`config.mk`:
```
export PLATFORM = sky130hd
export DESIGN_NAME = risc_control_unit
export DESIGN_NICKNAME = d
export VERILOG_FILES = /design/src/rtl/risc_pkg.sv /design/src/rtl/risc_decode.sv /design/src/rtl/risc_control_unit.sv
export SDC_FILE = /design/constraint.sdc
export NUM_CORES = 1
export LEC_CHECK = 0
export ABC_AREA = 0
export CORE_AREA = 2 2 90 49
export DETAILED_ROUTE_END_ITERATION = 8
export DIE_AREA = 0 0 92 51
export PLACE_DENSITY = 0.78
export SLEW_MARGIN = 5
export SYNTH_ARGS = -nofsm -noshare
export SYNTH_HDL_FRONTEND = slang
export SYNTH_SLANG_ARGS = --single-unit
```
`constraint.sdc`:
```
create_clock -name CLK -period 2.21 [get_ports CLK]
set_input_delay 0.5525 -clock CLK [delete_from_list [all_inputs] [get_ports CLK]]
set_output_delay 0.5525 -clock CLK [all_outputs]
set_load 0.005 [all_outputs]
```
`src/rtl/risc_pkg.sv`:
```
// risc_pkg: opcodes, control states and flag bit positions for the RISC accumulator machine.
package risc_pkg;
    localparam logic [3:0] OP_NOP  = 4'h0;
    localparam logic [3:0] OP_LDI  = 4'h1;
    localparam logic [3:0] OP_ADD  = 4'h2;
    localparam logic [3:0] OP_SUB  = 4'h3;
    localparam logic [3:0] OP_AND  = 4'h4;
    localparam logic [3:0] OP_OR   = 4'h5;
    localparam logic [3:0] OP_XOR  = 4'h6;
    localparam logic [3:0] OP_NOTA = 4'h7;
    localparam logic [3:0] OP_JMP  = 4'h8;
    localparam logic [3:0] OP_JZ   = 4'h9;
    localparam logic [3:0] OP_JC   = 4'hA;
    localparam logic [3:0] OP_HLT  = 4'hF;

    localparam int FLAG_CF = 3;
    localparam int FLAG_OF = 2;
    localparam int FLAG_SF = 1;
    localparam int FLAG_ZF = 0;

    typedef enum logic [2:0] {
        S_FETCH,
        S_DECODE,
        S_EXECUTE,
        S_WRITEBACK,
        S_HALT
    } state_t;
endpackage

```
`src/rtl/risc_decode.sv`:
```
// risc_decode: classifies an opcode and resolves conditional jumps against the registered flags.
module risc_decode
    import risc_pkg::*;
(
    input  logic [3:0] op,
    input  logic [3:0] flags,
    output logic       is_alu,
    output logic       is_ldi,
    output logic       take_jump,
    output logic       is_halt
);
    logic unused_flags;

    assign is_alu       = op inside {[OP_ADD:OP_NOTA]};
    assign is_ldi       = op == OP_LDI;
    assign is_halt      = op == OP_HLT;
    assign take_jump    = (op == OP_JMP) || (op == OP_JZ && flags[FLAG_ZF]) || (op == OP_JC && flags[FLAG_CF]);
    assign unused_flags = ^{flags[FLAG_OF], flags[FLAG_SF]};
endmodule

```
`src/rtl/risc_control_unit.sv`:
```
// risc_control_unit: multi-cycle fetch/decode/execute/writeback sequencer driving an external ALU.
module risc_control_unit
    import risc_pkg::*;
#(
    parameter int Width   = 8,
    parameter int PcWidth = 5
) (
    input  logic               CLK,
    input  logic               RST,
    input  logic               RUN,
    output logic [PcWidth-1:0] PC,
    output logic               IMEM_REQ,
    input  logic               IMEM_ACK,
    input  logic [Width+3:0]   IMEM_DATA,
    output logic [3:0]         ALU_OPCODE,
    output logic [Width-1:0]   ALU_A,
    output logic [Width-1:0]   ALU_B,
    output logic               ALU_EN,
    output logic               ALU_OE,
    input  logic [Width-1:0]   ALU_OUT,
    input  logic               ALU_CF,
    input  logic               ALU_OF,
    input  logic               ALU_SF,
    input  logic               ALU_ZF,
    output logic [Width-1:0]   ACC,
    output logic [3:0]         FLAGS,
    output logic               HALTED
);
    state_t             state, state_nxt;
    logic [Width+3:0]   ir;
    logic [3:0]         op;
    logic [Width-1:0]   imm;
    logic               is_alu, is_ldi, take_jump, is_halt;

    assign op    = ir[Width+3:Width];
    assign imm   = ir[Width-1:0];
    assign ALU_A = ACC;
    assign ALU_B = imm;

    risc_decode u_decode (
        .op        (op),
        .flags     (FLAGS),
        .is_alu    (is_alu),
        .is_ldi    (is_ldi),
        .take_jump (take_jump),
        .is_halt   (is_halt)
    );

    always_ff @(posedge CLK) begin
        if (RST) begin
            state <= S_FETCH;
            PC    <= '0;
            ir    <= '0;
            ACC   <= '0;
            FLAGS <= '0;
        end else begin
            state <= state_nxt;
            if (state == S_FETCH && RUN && IMEM_ACK)
                ir <= IMEM_DATA;
            if (state == S_DECODE && !is_halt)
                PC <= take_jump ? imm[PcWidth-1:0] : PC + PcWidth'(1);
            if (state == S_DECODE && is_ldi)
                ACC <= imm;
            if (state == S_WRITEBACK) begin
                ACC   <= ALU_OUT;
                FLAGS <= {ALU_CF, ALU_OF, ALU_SF, ALU_ZF};
            end
        end
    end

    // OPCODE stays on the ALU through WRITEBACK because its flag outputs depend on it.
    always_comb begin
        state_nxt  = state;
        IMEM_REQ   = 1'b0;
        ALU_EN     = 1'b0;
        ALU_OE     = 1'b0;
        ALU_OPCODE = OP_NOP;
        HALTED     = 1'b0;
        case (state)
            S_FETCH: begin
                IMEM_REQ  = RUN;
                state_nxt = (RUN && IMEM_ACK) ? S_DECODE : S_FETCH;
            end
            S_DECODE:    state_nxt = is_halt ? S_HALT : is_alu ? S_EXECUTE : S_FETCH;
            S_EXECUTE: begin
                ALU_EN     = 1'b1;
                ALU_OPCODE = op;
                state_nxt  = S_WRITEBACK;
            end
            S_WRITEBACK: begin
                ALU_OE     = 1'b1;
                ALU_OPCODE = op;
                state_nxt  = S_FETCH;
            end
            S_HALT:      HALTED = 1'b1;
            default:     state_nxt = S_FETCH;
        endcase
    end
endmodule

```
==> metrics.yaml <==
run_status:
  run_status: "complete, no violations"
grt:
  grt_pass1_wl_um: 6910
  grt_pass1_vias: 1360
  antenna_found_initial: 0
  grt_usage_pct: 19.6
  grt_max_degree: 33
  grt-ovfl-total: 0
placed_design:
  pre_cts_ws_ns: -0.202
  hpwl_um: 3420
  place.port_buffers: 68
  place_congestion: 0.814
  post-place-cells: 297
route:
  drt_iter0_drc: 69
  wl_per_cell_um: 14.5
  avgViaCountPerCell: 5.01
  top_layer: "met4"
  routed_wl_um: 4430
  route.met3.wl_um: 484
  dr.pass1.iters: 4
  vias: 1529
  wl_met1_um: 2290
  drc: 0
  detail-route-antenna-nets: 0
  wl_met2_um: 1620
clock_tree:
  cts_root_buffer: "clkbuf_8"
  clkSinkCount: 32
  cts_tree: "done"
  cts_max_level: 2
  clk_latency_ns: 0.28
  post_cts_buffers: 0
  clockBufferDepth: 2
  cts_buffers: 5
  clk_transition_reported_paths_ns: 0.06
critical_path:
  end_kind: "primary output"
  crit_buf_inv: 2
  critical_path_required_ns: 1.66
  max_stage_delay_ns: 0.46
  critical_path_class: "input pin to primary output"
  endpoint: "IMEM_REQ"
  reg2reg_slack_ns: 0.51
  r2r_end: "PC[0]"
  worstSetupStartpointType: "input pin"
  r2r-start: "state[1]"
  crit_start: "RUN"
  ff2ff_path_depth: 5
  slowest_stage: "clkdlybuf4s50_1"
  crit_path_max_fanout: 2
  cpLargestDelayFamily: "buffers and inverters"
  crit_cells: 3
  cp_cell_sequence: "clkdlybuf4s50_1 > nor4b_4 > dlygate4sd2_1"
  arrival_ns: 1.58
logic_synthesis:
  seq_area_frac_synth_pct: 40.4
  synth_warnings: 0
  ys_types: 30
  netlist_area_sq_um: 1590
  synthesis.nets: 219
  synth_area_per_cell_sq_um: 8.35
  synthCells: 190
  ys_ff_latch: 32
hold_path:
  min_from: "FLAGS[1]"
  hold_depth: 2
  min_path_type: "flop to flop"
run:
  drv_cap: 0
die:
  io-pin-count: 69
  rows: 17
  core-area_sq_um: 4040
  dieArea_sq_um: 4690
  dieWidth_um: 92
  start_util_pct: 39.3
  die_h_um: 51
timing:
  max_freq_ghz: 0.469
  slew_violations: 0
  period_share_pct: 96.6
  relSlewSlack_pct: 64.9
  setup_viol_count_final: 0
  hold_slack_ns: 0.456
  worst_pin_slew_ns: 0.525
  finalWorstPathRequiredPeriod_ns: 2.13
  rsz0062_at_grt: "no"
  hold_violations: 0
  fin_ws_ns: 0.0761
  finalClockSkew_ns: 0.00557
layout:
  nets: 276
  nFillCells: 376
  drive_above_1_share_pct: 9.27
  n_antenna_cell: 0
  areaGrowthSynthToFinish_pct: 47.9
  fin_util_pct: 58.1
  fin_cells: 305
power_and_ir_drop:
  powerDensity_nw_per_um2: 564
  p_leak_nw: 0.874
  vdd_drop_max_uv: 250
[routing by layer]
metal | vias to the layer above | GRT usage, %
li1 | 773 | -
met1 | 679 | 30.3
met2 | 72 | 24.5
met3 | 5 | 8.11
met4 | 0 | 3.73
met5 | - | 0
[cell type report]
type	instances	area (sq um)	share of cell area [%]
multi-input cells	130	777	33.1
repair buffers	76	739	31.5
flip-flops and latches	32	644	27.5
clock buffers	6	72.6	3.09
well taps	57	71.3	3.04
clock inverters	2	35.0	1.49
inverters	2	7.51	0.320
[registers in the layout, summed over array words and instances, names as in the netlist]
signal	flops
ACC	8
FLAGS	4
PC	5
ir	12
state	3
[layout by cell type (no fill, tap or decap), types with 4 or more instances in the layout]
cell	Yosys	final
clkdlybuf4s50_1	0	67
dfxtp_1	32	29
nand2_1	26	26
nand3_1	16	16
a21oi_1	16	16
nor2_1	11	11
a211oi_1	10	10
mux2i_1	9	9
buf_4	17	8
and2_1	6	6
clkbuf_8	0	5
nor2b_1	5	4
o22ai_1	4	4
nand4_1	4	4
a31oi_1	4	4
[cells in the mapped netlist]
library cell | instances | area (sq um)
a211oi_1 | 10 | 75.1
or3b_4 | 1 | 11.3
a211o_1 | 1 | 8.76
o21ai_0 | 2 | 10.0
nor4_1 | 3 | 18.8
dfxtp_1 | 32 | 641
nor3_1 | 1 | 5.00
nand2b_1 | 2 | 12.5
a31oi_1 | 4 | 25.0
nand3_1 | 16 | 80.1
nand2_1 | 26 | 97.6
or2_4 | 1 | 8.76
nor2_1 | 11 | 41.3
inv_1 | 2 | 7.51
and4_1 | 1 | 8.76
buf_6 | 1 | 11.3
a311oi_1 | 1 | 8.76
nand4_1 | 4 | 25.0
nor4b_1 | 1 | 8.76
nor2b_1 | 5 | 31.3
and2_1 | 6 | 37.5
clkbuf_1 | 8 | 30.0
nor3b_1 | 2 | 15.0
buf_4 | 17 | 128
mux2i_1 | 9 | 90.1
ha_1 | 1 | 12.5
o22ai_1 | 4 | 25.0
o22a_1 | 1 | 8.76
a21oi_1 | 16 | 80.1
nor4b_4 | 1 | 23.8
[worst register-to-register path: cells and delay by family (launching register included)]
kind                   cells  cell delay, ns
buffers and inverters      1            0.15
AND/OR/NAND/NOR            2            0.69
flip-flops                 1            0.34
AO/OA/AOI/OAI              2            0.44
[where the power goes]
group / switching, mW / total, mW / leakage (nW) / internal, mW
combinational: 0.0661 / 0.162 / 0.558 / 0.0962
sequential: 0.0229 / 0.616 / 0.261 / 0.593
clock: 0.212 / 0.546 / 0.0552 / 0.334
[cells by family (layout without fill, tap and decap cells)]
| logic type | Yosys count | after routing | share of synthesized area [%] |
|---|---|---|---|
| simple gates | 81 | 81 | 26.8 |
| flops | 32 | 32 | 40.4 |
| fa+ha+maj | 1 | 1 | 0.789 |
| buf+inv | 28 | 86 | 11.1 |
| mux | 9 | 9 | 5.68 |
| compound gates | 39 | 39 | 15.2 |
[what timing repair did]
item / 4_1_cts / 5_1_grt
gates resized for setup: 4 / 3
setup endpoints to repair: 2 / 1
hold buffers: 0 / 0
[through the flow]
step | instance area (sq um) | TNS (ns) | power (mW)
3_3_place_gp | 2230 | -0.216 | 0.788
4_1_cts | 2340 | 0 | 1.34
5_1_grt | 2350 | 0 | 1.39
2_1_floorplan | 1590 | 0 | 0.696
3_5_place_dp | 2230 | -0.202 | 0.790
6_report | 2350 | 0 | 1.32
[worst min path at each step]
| stage | to | slack, ns |
|---|---|---|
| final | FLAGS[1] | 0.46 |
| after global placement | FLAGS[1] | 0.44 |
| after global routing | FLAGS[2] | 0.48 |
| after floorplan | ir[5] | 0.45 |
| after CTS | FLAGS[1] | 0.46 |
| after detailed placement | FLAGS[1] | 0.45 |
No activity file was read; power rests on OpenSTA's default activity.
